File: src/rtl/cl_systolic_sequencer.sv
// rtl/cl_systolic_sequencer.sv - A-operand BRAM compute-phase sequencer; define CL_SEQ_PERF_EN for perf counters
module cl_systolic_sequencer #(
  parameter int systolic_size = 8,
  parameter int PIPE_LAT      = 2 * systolic_size,
  parameter int DEPTH         = 128,
  parameter int ROW_W         = 8
) (
  input  logic             clk,
  input  logic             reset,
  input  logic             start,
  input  logic [31:0]      cfg_base_a,
  input  logic [31:0]      cfg_base_out,
  input  logic [ROW_W-1:0] cfg_rows,
  input  logic             hold,
  output logic             busy,
  output logic             done,
  output logic             err,
  output logic             work,
  output logic             out_in,
  output logic             in_out,
  output logic [31:0]      memory_address_A,
  output logic [31:0]      memory_address_OUT,
  output logic             array_en
`ifdef CL_SEQ_PERF_EN
  ,
  output logic [31:0]      perf_cycles,
  output logic [31:0]      perf_stalls
`endif
);

  typedef enum logic [2:0] {
    S_IDLE,
    S_CHECK,
    S_READ,
    S_DRAIN,
    S_DONE
  } state_t;

  state_t             state_q, state_d;
  logic [31:0]        addr_a_q, addr_a_d;
  logic [31:0]        addr_out_q, addr_out_d;
  logic [ROW_W-1:0]   rows_q, rows_d;
  logic [ROW_W-1:0]   rd_cnt_q, rd_cnt_d;
  logic [ROW_W-1:0]   wr_cnt_q, wr_cnt_d;
  logic [PIPE_LAT-1:0] dly_q, dly_d;
  logic [PIPE_LAT-1:0] dly_shift;
  logic               err_q, err_d;
  logic               work_q, work_d;

  logic               active;
  logic               out_in_w;
  logic               in_out_w;
  logic [32:0]        sum_a;
  logic [32:0]        sum_out;
  logic               bounds_bad;

  // Read/write enables are gated by hold in the same cycle so a stalled cycle never touches the BRAM.
  always_comb begin
    active     = (state_q == S_READ) || (state_q == S_DRAIN);
    out_in_w   = (state_q == S_READ) && !hold;
    in_out_w   = active && dly_q[PIPE_LAT-1] && !hold;
    sum_a      = {1'b0, addr_a_q} + {{(33-ROW_W){1'b0}}, rows_q};
    sum_out    = {1'b0, addr_out_q} + {{(33-ROW_W){1'b0}}, rows_q};
    bounds_bad = (sum_a > 33'(DEPTH)) || (sum_out > 33'(DEPTH));
  end

  // The delay line carries each issued read forward; a one-deep line degenerates to the read enable itself.
  generate
    if (PIPE_LAT == 1) begin : g_dly_one
      assign dly_shift = out_in_w;
    end else begin : g_dly_many
      assign dly_shift = {dly_q[PIPE_LAT-2:0], out_in_w};
    end
  endgenerate

  // Next-state logic: configuration latch, bounds check, read issue and write-back tracking.
  always_comb begin
    state_d    = state_q;
    addr_a_d   = addr_a_q;
    addr_out_d = addr_out_q;
    rows_d     = rows_q;
    rd_cnt_d   = rd_cnt_q;
    wr_cnt_d   = wr_cnt_q;
    dly_d      = dly_q;
    err_d      = err_q;
    work_d     = work_q;
    case (state_q)
      S_IDLE: begin
        if (start) begin
          state_d    = S_CHECK;
          addr_a_d   = cfg_base_a;
          addr_out_d = cfg_base_out;
          rows_d     = cfg_rows;
          rd_cnt_d   = '0;
          wr_cnt_d   = '0;
          dly_d      = '0;
          err_d      = 1'b0;
        end
      end
      S_CHECK: begin
        if (bounds_bad) begin
          err_d   = 1'b1;
          state_d = S_DONE;
        end else if (rows_q == '0) begin
          state_d = S_DONE;
        end else begin
          state_d = S_READ;
          work_d  = 1'b1;
        end
      end
      S_READ, S_DRAIN: begin
        if (!hold) begin
          dly_d = dly_shift;
        end
        if (out_in_w) begin
          addr_a_d = addr_a_q + 32'd1;
          rd_cnt_d = rd_cnt_q + ROW_W'(1);
          if (rd_cnt_q == rows_q - ROW_W'(1)) begin
            state_d = S_DRAIN;
          end
        end
        if (in_out_w) begin
          addr_out_d = addr_out_q + 32'd1;
          wr_cnt_d   = wr_cnt_q + ROW_W'(1);
          if (wr_cnt_q == rows_q - ROW_W'(1)) begin
            state_d = S_DONE;
            work_d  = 1'b0;
          end
        end
      end
      S_DONE: begin
        state_d = S_IDLE;
      end
      default: begin
        state_d = S_IDLE;
      end
    endcase
  end

  // State and datapath registers; reset aborts any operation without a done pulse.
  always_ff @(posedge clk) begin
    if (reset) begin
      state_q    <= S_IDLE;
      addr_a_q   <= '0;
      addr_out_q <= '0;
      rows_q     <= '0;
      rd_cnt_q   <= '0;
      wr_cnt_q   <= '0;
      dly_q      <= '0;
      err_q      <= 1'b0;
      work_q     <= 1'b0;
    end else begin
      state_q    <= state_d;
      addr_a_q   <= addr_a_d;
      addr_out_q <= addr_out_d;
      rows_q     <= rows_d;
      rd_cnt_q   <= rd_cnt_d;
      wr_cnt_q   <= wr_cnt_d;
      dly_q      <= dly_d;
      err_q      <= err_d;
      work_q     <= work_d;
    end
  end

`ifdef CL_SEQ_PERF_EN
  logic [31:0] perf_cycles_q;
  logic [31:0] perf_stalls_q;

  // Busy and stalled-cycle counters for the most recent operation; they stop once back in IDLE.
  always_ff @(posedge clk) begin
    if (reset) begin
      perf_cycles_q <= '0;
      perf_stalls_q <= '0;
    end else if (state_q == S_IDLE) begin
      if (start) begin
        perf_cycles_q <= '0;
        perf_stalls_q <= '0;
      end
    end else begin
      perf_cycles_q <= perf_cycles_q + 32'd1;
      if (hold) begin
        perf_stalls_q <= perf_stalls_q + 32'd1;
      end
    end
  end

  assign perf_cycles = perf_cycles_q;
  assign perf_stalls = perf_stalls_q;
`endif

  assign busy               = (state_q != S_IDLE);
  assign done               = (state_q == S_DONE);
  assign err                = err_q;
  assign work               = work_q;
  assign out_in             = out_in_w;
  assign in_out             = in_out_w;
  assign memory_address_A   = addr_a_q;
  assign memory_address_OUT = addr_out_q;
  assign array_en           = busy && !hold && work_q;

endmodule

File: config.mk
export PLATFORM = sky130hd
export DESIGN_NAME = cl_systolic_sequencer
export DESIGN_NICKNAME = d
export VERILOG_FILES = /design/src/rtl/cl_systolic_sequencer.sv
export SDC_FILE = /design/constraint.sdc
export NUM_CORES = 1
export LEC_CHECK = 0
export BUFFER_PORTS_ARGS = -buffer_cell sky130_fd_sc_hd__buf_2
export CORE_MARGIN = 4
export CORE_UTILIZATION = 47
export DETAILED_ROUTE_END_ITERATION = 8
export PLACE_DENSITY_LB_ADDON = 0.2
export SLEW_MARGIN = 10
export SYNTH_ARGS = -nofsm -noshare
export SYNTH_HDL_FRONTEND = slang
export SYNTH_SLANG_ARGS = --single-unit
File: constraint.sdc
create_clock -name clk -period 8.4 [get_ports clk]
set_input_delay 1.68 -clock clk [delete_from_list [all_inputs] [get_ports clk]]
set_output_delay 1.68 -clock clk [all_outputs]
set_load 0.01 [all_outputs]
==> flow_summary.yaml, run 1 <==
status:
  status: "completed"
worst_setup_path:
  cp-start-kind: "input pin"
  worstRegToRegCells: 9
  reg2reg_from: "state_q[2]$_SDFFE_PP0P_"
  critPathRequiredTime_ps: 6720
  r2r_end: "rd_cnt_q[7]$_SDFFE_PP0P_"
  crit_fanout: 25
  crit_type: "input pin to primary output"
  cp.arrival_ps: 3470
  r2r_slack_ps: 4450
  endpoint_kind: "primary output"
pwr:
  pwr-share-comb_pct: 21.3
  switching_share_pct: 33.71
  clockPowerShare_pct: 33.4
  power_leakage_nw: 3.382
  power.density_nw_per_um2: 156.6
  fin_total_pwr_mw: 1.370
  p_int_uw: 908.3
  vdd_drop_max_uv: 95.72
  p_seq_share_pct: 45.3
  netSwitchingPower_uw: 461.9
global_routing:
  grt_pass1_wl_um: 39370
  grt_max_degree: 53
  overflow: 0
  grt_pass1_vias: 7452
  track_usage_pct: 26.25
  antenna_found_initial: 0
synth:
  synthTopCellsByArea: "dfxtp_1 (28%), a21oi_1 (6.8%), nand2_1 (6.7%), nor2_1 (6.5%), xor2_1 (4.1%)"
  ys_warn_count: 0
  yosysSeqAreaShare_pct: 28.29
  synth.avg_cell_area_um2: 7.169
  postSynthCellCount: 1076
  synth_ff_type: "dfxtp_1"
  synth_edf_count: 0
  async_flop_share_pct: 0
  ys_seq_elements: 109
  syn-num-nets: 1176
  yosysUniqueCellTypes: 71
  netlist_area_um2: 7714
  synth_top_area_share_pct: 28.29
  synth_largest_area_cell: "dfxtp_1"
timing:
  fmax_ghz: 0.1942
  timing.final.crit_share_pct: 61.30
  setup_tns_ps: 0
  hold_violations: 0
  relSlewSlack_pct: 23.88
  period_minus_slack_ps: 5149
  slew_violations: 0
  fin_skew_ps: 9.026
  rsz0062_at_grt: "no"
  tightest_slew_ps: 1138
  setup_viol: 0
die:
  io_pins: 147
  start_util_pct: 48.21
  core_um2: 16000
  dieArea_um2: 18530
  die_x_um: 136.1
  fp-row-count: 46
  dieHeight_um: 136.1
finish:
  areaGrowthSynthToFinish_pct: 13.43
  final_cell_mix: "buf_2 (146), nand2_1 (138), nor2_1 (134), dfxtp_1 (109), a21oi_1 (105)"
  drive_above_1_share_pct: 16.41
  fin_nets: 1259
  final_area_um2: 8750
  n_antenna_cell: 0
  final_common_cell: "buf_2"
  fin_cells: 1380
  nFillCells: 1650
cts:
  hold_buffers: 0
  cts_htree_levels: 3
  cts.sinks: 109
  cts_resized: 0
  cts_tree: "done"
  clkLatencyLatePin_ps: 360
  clockBufferDepth: 2
  clk_pin_slew_ps: 80
  cts_setup_buffers: 0
  cts_inserted_buffers: 9
  cts_root_buffer: "clkbuf_16"
detailed_routing:
  finalWirelength_um: 24830
  avgViaCountPerCell: 6.056
  wl_per_cell_um: 17.99
  post-route-drc-count: 0
  antenna_left: 0
  drt_iter0_drc: 856
  vias: 8357
  drt_pre_antenna_iters: 6
min_path:
  holdPathStages: 2
  whs_endpoint: "dly_q[7]$_SDFFE_PP0P_"
  hp-class: "flop to flop"
  worstHoldStart: "dly_q[7]$_SDFFE_PP0P_"
place:
  place_inst: 1364
  portBuffers: 146
  routabilityCongestion: 0.9565
  placed_cell_area_um2: 8442
  detailed_place_hpwl_um: 17930
run:
  cap_violations: 0
## flip-flops by register name (all words and copies together), names as in the netlist
name	cells
err	1
memory_address_OUT	32
wr_cnt_q	8
dly_q	16
memory_address_A	32
rd_cnt_q	8
work	1
rows_q	8
state_q	3
## per-layer routing
metal / global-route usage (%) / part of all wire, % / vias to the layer above
met4: 6.607 / 1.6 / 0
met3: 3.590 / 9.2 / 25
li1: - / - / 4046
met5: 0 / 0 / -
met1: 38.41 / 46 / 3876
met2: 40.70 / 43 / 410
## kinds of logic after synthesis
kind of cell             count (synthesis)  share of synthesized area [%]
adder cells (fa/ha/maj)                 24                          4.088
XOR/XNOR                                70                          7.948
flip-flops                             109                          28.29
AND/OR/NAND/NOR                        497                          31.05
AO/OA/AOI/OAI                          263                          21.46
multiplexers                            17                          2.206
buffers and inverters                   96                          4.964
## area by class of cell
class                           instances  area, um2  area share [%]
Multi-Input combinational cell        871       5157           58.94
Tap cell                              216      270.3           3.089
Clock inverter                          7      82.58          0.9438
Clock buffer                            9      225.2           2.574
Inverter                               17      63.81          0.7293
Timing Repair Buffer                  151      768.2           8.780
Sequential cell                       109       2182           24.94
## power groups by stage
stage               sequential (mW)  combinational, mW  clock [mW]
floorplan                     0.601              0.213           0
global placement              0.629              0.285           0
detailed placement            0.629              0.288           0
CTS                           0.617              0.290       0.464
global route                  0.626              0.321       0.479
finish                        0.620              0.292       0.458
## worst max-delay path, stage by stage
cell and delay, ps:
buf_2 140, nor2_1 100, nand2_1 440, inv_1 840
buf_2 260
## per-stage QoR
| stage | worst slack (ps) | hold slack [ps] | util, % |
|---|---|---|---|
| 6_report | 3251 | 452.3 | 54.68 |
| 5_1_grt | 3115 | 482.9 | 54.68 |
| 4_1_cts | 3257 | 456.1 | 54.68 |
| 3_5_place_dp | 3267 | 444.8 | 52.76 |
| 3_3_place_gp | 3280 | 440.9 | 52.76 |
| 2_1_floorplan | 4113 | 432.1 | - |
## Yosys cell counts, types with 5 or more instances
master	count
or3_1	8
a21oi_1	105
nor4_1	19
a31oi_1	9
and2_1	13
a221oi_1	16
buf_2	12
nor2_1	134
nor3_1	44
o31ai_1	7
or2_2	8
inv_1	16
o21ai_0	43
nand3_1	54
clkbuf_1	63
a21o_1	6
mux2i_1	17
dfxtp_1	109
xnor2_1	34
and3_1	16
xor2_1	36
a2111oi_0	5
o211ai_1	9
nand2_1	138
nand4_1	33
a211oi_1	11
o22ai_1	14
ha_1	22
## worst max path at each step
stage | end | startpoint | cells after the start
2_1_floorplan | out_in | hold | 4
3_3_place_gp | in_out | hold | 5
3_5_place_dp | in_out | hold | 5
4_1_cts | in_out | hold | 5
5_1_grt | in_out | hold | 5
6_report | in_out | hold | 5
Power figures use the tool's default switching activity.
==> run 2, diff against run 1 <==
Clock period 8.4 ns to 5.2 ns, I/O delays scaled along.
==> run 2 against run 1 <==
Net effect:
- non-clock buffer count rose by 3
- via count shrank 0.78%
- largest power group unchanged
- critical path type is now flop to flop
- wire length shrank 0.29%
- power up 63%
- sequential cell count is the same
==> flow_summary.yaml, run 2 (synthesis results as in run 1) <==
die:
  dieHeight_um: 136.1
  start_util_pct: 48.21
  die_x_um: 136.1
  io_pins: 147
  fp-row-count: 46
  dieArea_um2: 18530
  core_um2: 16000
place:
  routabilityCongestion: 0.9547
  detailed_place_hpwl_um: 18300
  portBuffers: 146
  post-place-ws_ps: 1704
cts:
  cts_htree_levels: 3
  hold_buffers: 0
  cts_root_buffer: "clkbuf_16"
  clk_pin_slew_ps: 80
  cts_inserted_buffers: 9
  clockBufferDepth: 2
  cts_resized: 0
  cts_tree: "done"
  cts.sinks: 109
  clkLatencyLatePin_ps: 370
  cts_setup_buffers: 0
timing:
  relSlewSlack_pct: 27.06
  rsz0062_at_grt: "no"
  period_minus_slack_ps: 3543
  setup_viol: 0
  fin_skew_ps: 5.061
  hold_violations: 0
  fin_hold_ws_ps: 455.1
  setup_ws_ps: 1657
  fmax_ghz: 0.2823
  timing.final.crit_share_pct: 68.13
  slew_violations: 0
  setup_tns_ps: 0
  tightest_slew_ps: 1092
worst_setup_path:
  cp.arrival_ps: 3850
  slowest_delay_ps: 700
  crit_fanout: 10
  crit_path_top_delay_cell: "nor4_1"
  cp-start-kind: "flop"
  critPathRequiredTime_ps: 5510
  crit_top_cell: "nor4_1"
  crit_type: "flop to flop"
  crit_chain: "nand4_2 > nor4_1 > nor2b_1 > a2111oi_2 > o2111ai_1 > nor4_1 > nand4b_1 > or4_4 > a21boi_2"
  endpoint_kind: "flop"
global_routing:
  grt_pass1_wl_um: 39690
  track_usage_pct: 26.45
  grt_max_degree: 64
  overflow: 0
  grt_pass1_vias: 7496
  antenna_found_initial: 0
pwr:
  fin_total_pwr_mw: 2.239
  vdd_drop_max_uv: 170.2
  power_leakage_nw: 3.406
  power.density_nw_per_um2: 254.7
finish:
  fin_nets: 1262
  n_antenna_cell: 0
  final_common_cell: "buf_2"
  seqCellArea_um2: 2182
  multi_input_area_um2: 5157
  areaGrowthSynthToFinish_pct: 13.95
  drive_above_1_share_pct: 16.62
  final_cell_mix: "buf_2 (146), nand2_1 (138), nor2_1 (134), dfxtp_1 (109), a21oi_1 (105)"
  nFillCells: 1608
detailed_routing:
  finalWirelength_um: 24760
  wl_per_cell_um: 17.90
  avgViaCountPerCell: 5.996
  antenna_left: 0
  vias: 8292
  drt_pre_antenna_iters: 5
  drt_iter0_drc: 777
  post-route-drc-count: 0
status:
  status: "completed"
run:
  cap_violations: 0
min_path:
  hp-class: "flop to flop"
run 2: routing by layer:
metal	track usage (%)	vias up	share of wire [%]
li1	-	4068	-
met2	41.33	361	44
met5	0	-	0
met1	38.63	3837	47
met3	3.257	26	7.9
met4	6.663	0	1.3
run 2: area by class of cell:
cell class / instances / area share (%)
clock buffers: 9 / 2.562
clock inverters: 7 / 1.139
inverters: 17 / 0.7260
multi-input cells: 871 / 58.68
flip-flops and latches: 109 / 24.83
well taps: 216 / 3.075
repair buffers: 154 / 8.996
run 2: where the power goes:
part	switching (mW)	internal [mW]	total, mW
Combinational	0.264	0.203	0.467
Sequential	0.118	0.882	1.00
Clock	0.381	0.391	0.772
run 2: worst paths after layout:
path,from,to,slack (ps),cells past startpoint
max,memory_address_A[19]$_SDFFE_PP0P_,state_q[1]$_SDFFE_PP0P_,1660,9
min reg2reg,dly_q[14]$_SDFFE_PP0P_,dly_q[14]$_SDFFE_PP0P_,460,2
max reg2reg,memory_address_A[19]$_SDFFE_PP0P_,state_q[1]$_SDFFE_PP0P_,1660,9
min,dly_q[14]$_SDFFE_PP0P_,dly_q[14]$_SDFFE_PP0P_,460,2
run 2: critical path, delay by kind of cell, from the launching register on:
| kind | cells | cell delay, ps |
|---|---|---|
| compound gates | 3 | 690 |
| flops | 1 | 540 |
| simple gates | 6 | 2250 |
run 2: per-stage QoR:
stage | area, um2 | utilization [%] | cells
floorplan | 7714 | - | 1076
global placement | 8464 | 52.90 | 1367
detailed placement | 8464 | 52.90 | 1367
CTS | 8790 | 54.93 | 1383
global route | 8790 | 54.93 | 1383
finish | 8790 | 54.93 | 1383
==> run 3, diff against run 2 <==
Clock period 5.2 ns to 3.7 ns, I/O delays scaled along.
==> run 3 against run 2 <==
Net effect:
- via count rose by 2.6%
- first-iteration DRC count rose by 30%
- wire length rose by 1.7%
- final cell count rose by 2.2%
- largest power group unchanged
- highest routed layer unchanged
==> flow_summary.yaml, run 3 (synthesis results as in run 1) <==
global_routing:
  overflow: 0
  track_usage_pct: 26.78
  grt_pass1_vias: 7635
  antenna_found_initial: 0
  grt_pass1_wl_um: 40250
  grt_max_degree: 59
cts:
  cts_htree_levels: 3
  cts_tree: "done"
  cts.sinks: 109
  clkLatencyLatePin_ps: 370
  cts_inserted_buffers: 9
  clockBufferDepth: 2
  cts_root_buffer: "clkbuf_16"
  hold_buffers: 0
  clk_pin_slew_ps: 80
timing:
  fmax_ghz: 0.2900
  period_minus_slack_ps: 3448
  fin_skew_ps: 9.092
  hold_violations: 0
  setup_tns_ps: 0
  tightest_slew_ps: 1102
  slew_violations: 0
  timing.final.crit_share_pct: 93.18
  rsz0062_at_grt: "no"
  relSlewSlack_pct: 26.35
  setup_viol: 0
min_path:
  hp-class: "flop to flop"
  worstHoldStart: "dly_q[8]$_SDFFE_PP0P_"
  whs_endpoint: "dly_q[8]$_SDFFE_PP0P_"
  holdPathStages: 2
pwr:
  p_int_mw: 2.038
  power_leakage_nw: 3.558
  clockPowerShare_pct: 32.3
  fin_total_pwr_mw: 3.110
  power.density_nw_per_um2: 344.9
  vdd_drop_max_uv: 220.1
  netSwitchingPower_mw: 1.073
  pwr-share-comb_pct: 24.0
  p_seq_share_pct: 43.7
  switching_share_pct: 34.49
detailed_routing:
  vias: 8507
  post-route-drc-count: 0
  avgViaCountPerCell: 6.021
  drt_pre_antenna_iters: 5
  finalWirelength_um: 25180
  drt_iter0_drc: 1012
  wl_per_cell_um: 17.82
  antenna_left: 0
worst_setup_path:
  r2r_end: "state_q[1]$_SDFFE_PP0P_"
  reg2reg_from: "memory_address_OUT[0]$_SDFFE_PP0P_"
  crit_type: "flop to flop"
  crit_fanout: 6
  critPathRequiredTime_ps: 4010
  cp-start-kind: "flop"
  endpoint_kind: "flop"
  r2r_slack_ps: 250
  worstRegToRegCells: 11
  cp.arrival_ps: 3750
die:
  fp-row-count: 46
  die_x_um: 136.1
  dieArea_um2: 18530
  io_pins: 147
  dieHeight_um: 136.1
  start_util_pct: 48.21
  core_um2: 16000
place:
  routabilityCongestion: 0.9634
  portBuffers: 146
  detailed_place_hpwl_um: 18740
status:
  status: "completed"
finish:
  drive_above_1_share_pct: 18.80
  final_common_cell: "buf_2"
  n_antenna_cell: 0
  areaGrowthSynthToFinish_pct: 16.90
  fin_nets: 1292
  final_cell_mix: "buf_2 (146), nand2_1 (138), nor2_1 (134), dfxtp_1 (109), a21oi_1 (105)"
run:
  cap_violations: 0
-- run 3: cell types whose count changed in the layout (fill, tap and decap cells not counted), sizes merged --
cell	delta
inv	-2
clkinv	+3
bufinv	-1
buf	+30
-- run 3: worst max-delay path by stage --
stage,to,start,slack [ps]
2_1_floorplan,state_q[1]$_SDFFE_PP0P_,memory_address_A[0]$_SDFFE_PP0P_,520
3_3_place_gp,state_q[1]$_SDFFE_PP0P_,rows_q[0]$_SDFFE_PP0P_,380
3_5_place_dp,state_q[1]$_SDFFE_PP0P_,rows_q[0]$_SDFFE_PP0P_,350
4_1_cts,state_q[1]$_SDFFE_PP0P_,rows_q[0]$_SDFFE_PP0P_,310
5_1_grt,state_q[1]$_SDFFE_PP0P_,rows_q[0]$_SDFFE_PP0P_,20
6_report,state_q[1]$_SDFFE_PP0P_,memory_address_OUT[0]$_SDFFE_PP0P_,250
-- run 3: what timing repair did --
item	in CTS	in global routing
resized for setup	0	1
setup buffers	0	0
setup endpoints to repair	0	2
-- run 3: cell type report --
class	instances	area, um2
clock buffer	9	225.2
clock inverter	7	83.83
fill	1591	6983
inverter	17	63.81
multi-input combinational	871	5164
sequential	109	2182
tap	216	270.3
timing repair buffer	184	1028
-- run 3: metal layers --
metal  up-vias  GRT usage, %  part of all wire, %
li1       4116             -                    -
met1      3890         39.26                   46
met2       465         40.20                   43
met3        36         4.182                  9.8
met4         0         8.455                  1.5
met5         -             0                    0
-- run 3: worst max-delay path, stage by stage (launching register included) --
cell       delay (ps)
dfxtp_1           450
ha_1              250
fa_1              250
a211oi_1          100
o211ai_1          340
nand3_1           280
nor4_1            290
xnor2_1           180
o2111ai_1         140
or4_4             450
or4_4             510
a21boi_2          140
-- run 3: power groups by stage --
| stage | clock network, mW | registers (mW) | logic, mW |
|---|---|---|---|
| floorplan | 0 | 1.36 | 0.483 |
| global placement | 0 | 1.38 | 0.734 |
| detailed placement | 0 | 1.38 | 0.737 |
| CTS | 1.02 | 1.35 | 0.741 |
| global route | 1.06 | 1.37 | 0.824 |
| finish | 1.00 | 1.36 | 0.747 |
-- run 3: metrics by stage --
stage          std cells  hold slack, ps  worst slack, ps  util (%)  instance area, um2
2_1_floorplan       1076           432.1            519.6         -                7714
3_3_place_gp        1397           441.1            378.6     54.39                8702
6_report            1413           457.1            252.2     56.36                9017
5_1_grt             1413           468.5            16.11     56.36                9017
4_1_cts             1413           458.4            305.6     56.32                9011
3_5_place_dp        1397           447.2            345.7     54.39                8702
